<file path="src/rtl/debug_hex_overlay.sv">
// On-screen hex debug overlay: CHANNELS rows of DIGITS hex glyphs (8x8) mixed over 24-bit video.
// Snapshots are taken at the vblank rising edge; the pixel path is a fixed 3-clock pipe.
module debug_hex_overlay #(
  parameter int          CHANNELS    = 4,
  parameter int          DIGITS      = 16,
  parameter int          X0          = 16,
  parameter int          Y0          = 16,
  parameter logic [23:0] FG_COLOR    = 24'hFFC000,
  parameter logic [23:0] HL_COLOR    = 24'hFF4040,
  parameter logic [23:0] BG_COLOR    = 24'h000040,
  parameter int          HOLD_FRAMES = 30
) (
  input  logic                         clk,
  input  logic                         reset,
  input  logic                         i_enable,
  input  logic                         i_freeze,
  input  logic                         i_ce_pix,
  input  logic [11:0]                  i_h,
  input  logic [11:0]                  i_v,
  input  logic                         i_vblank,
  input  logic [23:0]                  i_rgb,
  input  logic [CHANNELS*DIGITS*4-1:0] i_debug,
  output logic                         o_ce_pix,
  output logic [23:0]                  o_rgb
);

  localparam int WORD_W = DIGITS * 4;
  localparam int CH_W   = (CHANNELS > 1) ? $clog2(CHANNELS) : 1;
  localparam int DG_W   = (DIGITS > 1) ? $clog2(DIGITS) : 1;
  localparam int HOLD_W = (HOLD_FRAMES > 0) ? $clog2(HOLD_FRAMES + 1) : 1;

  localparam logic [12:0]       X0_C      = 13'(X0);
  localparam logic [12:0]       Y0_C      = 13'(Y0);
  localparam logic [12:0]       REG_W_C   = 13'(DIGITS * 8);
  localparam logic [12:0]       REG_H_C   = 13'(CHANNELS * 8);
  localparam logic [HOLD_W-1:0] HOLD_INIT = HOLD_W'(HOLD_FRAMES);

  // Row byte of the 8x8 glyph for a hex nibble; row 0 is in the top byte, bit 7 = leftmost pixel.
  function automatic logic [7:0] font_row(input logic [3:0] nib, input logic [2:0] row);
    logic [63:0] g;
    case (nib)
      4'h0:    g = 64'h3C666E7666663C00;
      4'h1:    g = 64'h1838181818187E00;
      4'h2:    g = 64'h3C66060C30607E00;
      4'h3:    g = 64'h3C66061C06663C00;
      4'h4:    g = 64'h0C1C3C6C7E0C0C00;
      4'h5:    g = 64'h7E607C0606663C00;
      4'h6:    g = 64'h3C607C6666663C00;
      4'h7:    g = 64'h7E060C1830303000;
      4'h8:    g = 64'h3C66663C66663C00;
      4'h9:    g = 64'h3C66663E060C3800;
      4'hA:    g = 64'h183C66667E666600;
      4'hB:    g = 64'h7C66667C66667C00;
      4'hC:    g = 64'h3C66606060663C00;
      4'hD:    g = 64'h786C6666666C7800;
      4'hE:    g = 64'h7E60607C60607E00;
      4'hF:    g = 64'h7E60607C60606000;
      default: g = 64'h0000000000000000;
    endcase
    font_row = g[{~row, 3'b000} +: 8];
  endfunction

  logic [WORD_W-1:0] snap_r [CHANNELS];
  logic [HOLD_W-1:0] hold_r [CHANNELS];
  logic              vblank_d_r;
  logic              vblank_rise_s;

  logic [12:0] dx_s;
  logic [12:0] dy_s;
  logic        in_region_s;

  logic            in_region_1_r;
  logic [CH_W-1:0] ch_1_r;
  logic [DG_W-1:0] digit_1_r;
  logic [2:0]      gcol_1_r;
  logic [2:0]      grow_1_r;
  logic [23:0]     rgb_1_r;
  logic            ce_1_r;
  logic            en_1_r;

  logic [WORD_W-1:0] word_s;
  logic [3:0]        nibble_s;
  logic              hl_s;

  logic        in_region_2_r;
  logic [7:0]  rowbyte_2_r;
  logic        hl_2_r;
  logic [2:0]  gcol_2_r;
  logic [23:0] rgb_2_r;
  logic        ce_2_r;
  logic        en_2_r;

  assign vblank_rise_s = i_vblank & ~vblank_d_r;

  // Snapshot and highlight-hold update on the vblank rising edge.
  always_ff @(posedge clk) begin
    if (reset) begin
      // Track vblank during reset so an edge seen while in reset is not replayed afterwards.
      vblank_d_r <= i_vblank;
      for (int c = 0; c < CHANNELS; c++) begin
        snap_r[c] <= '0;
        hold_r[c] <= '0;
      end
    end else begin
      vblank_d_r <= i_vblank;
      if (vblank_rise_s && !i_freeze) begin
        for (int c = 0; c < CHANNELS; c++) begin
          if (snap_r[c] != i_debug[c*WORD_W +: WORD_W]) begin
            snap_r[c] <= i_debug[c*WORD_W +: WORD_W];
            hold_r[c] <= HOLD_INIT;
          end else if (hold_r[c] != '0) begin
            hold_r[c] <= hold_r[c] - HOLD_W'(1);
          end else begin
            hold_r[c] <= hold_r[c];
          end
        end
      end else begin
        vblank_d_r <= i_vblank;
      end
    end
  end

  // Text-block geometry; 13-bit subtraction makes positions left/above the block negative.
  always_comb begin
    dx_s        = {1'b0, i_h} - X0_C;
    dy_s        = {1'b0, i_v} - Y0_C;
    in_region_s = !dx_s[12] && (dx_s < REG_W_C) && !dy_s[12] && (dy_s < REG_H_C);
  end

  // Stage 1: register cell coordinates and the side-band signals.
  always_ff @(posedge clk) begin
    if (reset) begin
      in_region_1_r <= 1'b0;
      ch_1_r        <= '0;
      digit_1_r     <= '0;
      gcol_1_r      <= 3'd0;
      grow_1_r      <= 3'd0;
      rgb_1_r       <= 24'd0;
      ce_1_r        <= 1'b0;
      en_1_r        <= 1'b0;
    end else begin
      in_region_1_r <= in_region_s;
      ch_1_r        <= dy_s[CH_W+2:3];
      digit_1_r     <= dx_s[DG_W+2:3];
      gcol_1_r      <= dx_s[2:0];
      grow_1_r      <= dy_s[2:0];
      rgb_1_r       <= i_rgb;
      ce_1_r        <= i_ce_pix;
      en_1_r        <= i_enable;
    end
  end

  // Channel word, nibble and highlight selection for stage 2.
  always_comb begin
    word_s   = '0;
    nibble_s = 4'd0;
    hl_s     = 1'b0;
    for (int c = 0; c < CHANNELS; c++) begin
      word_s = (ch_1_r == CH_W'(c)) ? snap_r[c] : word_s;
      hl_s   = (ch_1_r == CH_W'(c)) ? (hold_r[c] != '0) : hl_s;
    end
    for (int d = 0; d < DIGITS; d++) begin
      nibble_s = (digit_1_r == DG_W'(d)) ? word_s[(DIGITS-1-d)*4 +: 4] : nibble_s;
    end
  end

  // Stage 2: glyph row lookup.
  always_ff @(posedge clk) begin
    if (reset) begin
      in_region_2_r <= 1'b0;
      rowbyte_2_r   <= 8'd0;
      hl_2_r        <= 1'b0;
      gcol_2_r      <= 3'd0;
      rgb_2_r       <= 24'd0;
      ce_2_r        <= 1'b0;
      en_2_r        <= 1'b0;
    end else begin
      in_region_2_r <= in_region_1_r;
      rowbyte_2_r   <= font_row(nibble_s, grow_1_r);
      hl_2_r        <= hl_s;
      gcol_2_r      <= gcol_1_r;
      rgb_2_r       <= rgb_1_r;
      ce_2_r        <= ce_1_r;
      en_2_r        <= en_1_r;
    end
  end

  // Stage 3: pixel pick and colour mix.
  always_ff @(posedge clk) begin
    if (reset) begin
      o_rgb    <= 24'd0;
      o_ce_pix <= 1'b0;
    end else begin
      o_ce_pix <= ce_2_r;
      if (!en_2_r || !in_region_2_r) begin
        o_rgb <= rgb_2_r;
      end else if (rowbyte_2_r[~gcol_2_r]) begin
        o_rgb <= hl_2_r ? HL_COLOR : FG_COLOR;
      end else begin
        o_rgb <= BG_COLOR;
      end
    end
  end

endmodule

</file>
<file path="config.mk">
export PLATFORM = sky130hd
export DESIGN_NAME = debug_hex_overlay
export DESIGN_NICKNAME = d
export VERILOG_FILES = /design/src/rtl/debug_hex_overlay.sv
export SDC_FILE = /design/constraint.sdc
export NUM_CORES = 1
export LEC_CHECK = 0
export CAP_MARGIN = 20
export CORE_MARGIN = 2
export CORE_UTILIZATION = 54
export CTS_CLUSTER_DIAMETER = 100
export DETAILED_ROUTE_END_ITERATION = 10
export PLACE_DENSITY = 0.83
export SLEW_MARGIN = 20
export SYNTH_ARGS = -nofsm -noshare
export SYNTH_HDL_FRONTEND = slang
export SYNTH_SLANG_ARGS = --single-unit
</file>
<file path="constraint.sdc">
create_clock -name clk -period 5.7 [get_ports clk]
set_clock_uncertainty 0.1 [all_clocks]
set_input_delay 0.57 -clock clk [delete_from_list [all_inputs] [get_ports clk]]
set_output_delay 0.57 -clock clk [all_outputs]
set_load 0.03 [all_outputs]
</file>
==> results.ini <==
[status]
status = complete, no violations

[timing]
layout_worst_path_cycle_share = 0.853
tightest_slew_ps = 1020
finalHoldViolations = 0
setup_tns_ps = 0
drv_slew = 0
fin_crit_ps = 4860
maxSlewHeadroom = 0.319
fmax_mhz = 206
rsz0062_at_grt = no
finalSetupViolCount = 0

[setup_path]
crit_required_ps = 6050
crit_path_max_fanout = 42
start_kind = flip-flop
end_kind = flip-flop
critPathBufInv = 3
cp.arrival_ps = 5210
critPathKind = flip-flop to flip-flop
worstPathCellList = buf_4 > mux4_2 > a2111oi_0 > a221o_1 > o311ai_2 > inv_1 > ha_1 > inv_1 > nor2_1 > mux2i_1 > mux4_2 > o211a_1
crit_family = compound AO/OA/AOI/OAI gates
critPathMaxStageDelay_ps = 810
cp_slowest_cell = dfxtp_4

[die]
rows = 70
fp.dieArea_sq_um = 38200
io_pins = 335
die-height_um = 195
core_area_sq_um = 36300
die_x_um = 195
start_util = 0.544

[cells_and_area]
fill_cells = 2608
utilization = 0.682
drive_above_1_share = 0.0834
nets = 2247
syn_to_final_growth_pct = 25.2

[power_and_ir_drop]
p_leak_uw = 0.00963
powerDensity_nw_per_um2 = 279
p_int_uw = 5090
pwr-share-clk = 0.377
p_comb_frac = 0.151
peakVddDrop_mv = 0.234
power_frac_seq = 0.472
swShare = 0.265
p_switching_uw = 1840

[placed_design]
io_buffer_count = 334
gp_congestion = 0.957
dpl.hpwl_mm = 52.7

[hold_path]
hold_path.class = flip-flop to flip-flop

[detailed_routing]
final_antenna_net_count = 0
dr.pass1.iters = 5
viasPerCell = 6.27
drt-total-wl_mm = 67.9
via_count = 15200
drc = 0
wl_per_cell_um = 28.0
drtIter0Drc = 1880

[synth]
synth_edf_count = 276
synth_area_leaders = edfxtp_1, dfxtp_1, xor2_1
synth_warnings = 0
synth_fp_nets = 1937
seq_area_frac_synth = 0.522
synth_top_area_cell = edfxtp_1
synthDistinctLibCells = 80
syn-cell-area_sq_um = 19800
syn_inst = 1613
async_reset_ff_frac = 0
syn_area_per_cell_sq_um = 12.3
yosysTopAreaCellShare = 0.419
synth_seq_cells = 378
synth-main-ff-cell = edfxtp_1

[cts]
clock_path_buffers = 3
h-tree-depth = 2
clock_latency_ps = 570
clockRootBuffer = clkbuf_16
hold_buffers = 0
post_cts_resized = 0
postCtsSetupBuffers = 0
numCtsBuffers = 41
clk_pin_slew_worst_paths_ps = 60
cts_tree = done
clock_sinks = 378

[global_routing]
antenna_found_initial = 5
overflow = 0
track_usage = 0.355
grt_pass1_vias = 14800
grt_max_degree = 72
grt_pass1_wl_mm = 97.9

[flow_run]
maxCapViolCount = 0

worst paths after layout:
check | startpoint | endpoint | slack (ps) | depth (start not counted)
min | rgb_2_r[2] | o_rgb[2] | 330 | 1
min reg2reg | rgb_2_r[2] | o_rgb[2] | 330 | 1
max | ch_1_r[0] | rowbyte_2_r[5] | 840 | 12
max reg2reg | ch_1_r[0] | rowbyte_2_r[5] | 840 | 12
registers in the layout, summed over array words and instances, names as in the netlist:
register	flops
en_1_r	1
rowbyte_2_r	6
gcol_1_r	3
rgb_2_r	24
ce_2_r	1
rgb_1_r	24
ce_1_r	1
snap_r	256
digit_1_r	4
o_rgb	24
in_region_1_r	1
vblank_d_r	1
en_2_r	1
grow_1_r	3
gcol_2_r	3
in_region_2_r	1
hold_r	20
o_ce_pix	1
ch_1_r	2
hl_2_r	1
cells by family after synthesis:
logic type	count (synthesis)	synth area share
AOI/OAI and AO/OA	157	0.0578
DFF	378	0.522
buffers and inverters	116	0.0312
muxes	93	0.0860
and+or+nand+nor	593	0.178
adders and majority gates	14	0.00885
xor gates and xnor gates	262	0.116
cell usage in the layout (no fill, tap or decap), types with 30 or more instances in the layout:
master and n:
and3_1 68, mux4_2 44, clkdlybuf4s50_1 333, clkbuf_16 44, nor2b_1 70, and2_1 213, nand4_1 34, nand2_1 30
dfxtp_1 100, xor2_1 192, nor2_1 44, edfxtp_1 276, xnor2_1 70, nor4_1 62
through the flow:
stage / worst slack, ps / cell area, sq um / instances / hold slack (ps) / total power [uW]
floorplan: 659 / 19800 / 1613 / 303 / 3810
global placement: 974 / 23400 / 2347 / 308 / 4330
detailed placement: 893 / 23500 / 2348 / 310 / 4340
CTS: 878 / 24800 / 2422 / 304 / 6920
global route: 506 / 24800 / 2422 / 342 / 7110
finish: 838 / 24800 / 2423 / 326 / 6920
worst reg2reg max path, cell delays in order (launching register included):
cell and delay (ps):
dfxtp_4 810, buf_4 470, mux4_2 570, a2111oi_0 480, a221o_1 260, o311ai_2 320, inv_1 280, ha_1 280
inv_1 130, nor2_1 250, mux2i_1 110, mux4_2 500, o211a_1 210
power by group through the flow:
stage | logic [uW] | clock network, uW | registers, uW
floorplan | 587 | 0 | 3230
global placement | 1020 | 0 | 3310
detailed placement | 1020 | 0 | 3310
CTS | 1030 | 2630 | 3260
global route | 1110 | 2720 | 3270
finish | 1050 | 2610 | 3270
layer usage:
metal,routed length [um],part of all wire,vias up,track usage
met5,24,0.00035,-,0
met4,2210,0.033,4,0.121
met2,30300,0.45,1036,0.541
met3,8100,0.12,112,0.0796
li1,-,-,6541,-
met1,27300,0.40,7495,0.503
Yosys cell counts, types with 17 or more instances:
master / instances
edfxtp_1: 276
and2_1: 213
xor2_1: 192
dfxtp_1: 102
nor2b_1: 70
xnor2_1: 70
and3_1: 68
nor4_1: 64
clkbuf_1: 53
nor2_1: 48
mux4_2: 44
nand4_1: 34
nand2_1: 30
a21oi_1: 29
mux2i_1: 29
inv_1: 23
nor3_1: 17
o21ai_0: 17
final cells by class:
type                    instances  area (sq um)  share of cell area
well taps                     468           586              0.0236
clock buffers                  55          1190              0.0482
diodes                          1          2.50            0.000101
flip-flops and latches        378         10300               0.417
repair buffers                357          3520               0.142
clock inverters                19           125             0.00505
inverters                      26          97.6             0.00394
multi-input cells            1119          8910               0.360
Power figures use the tool's default switching activity.
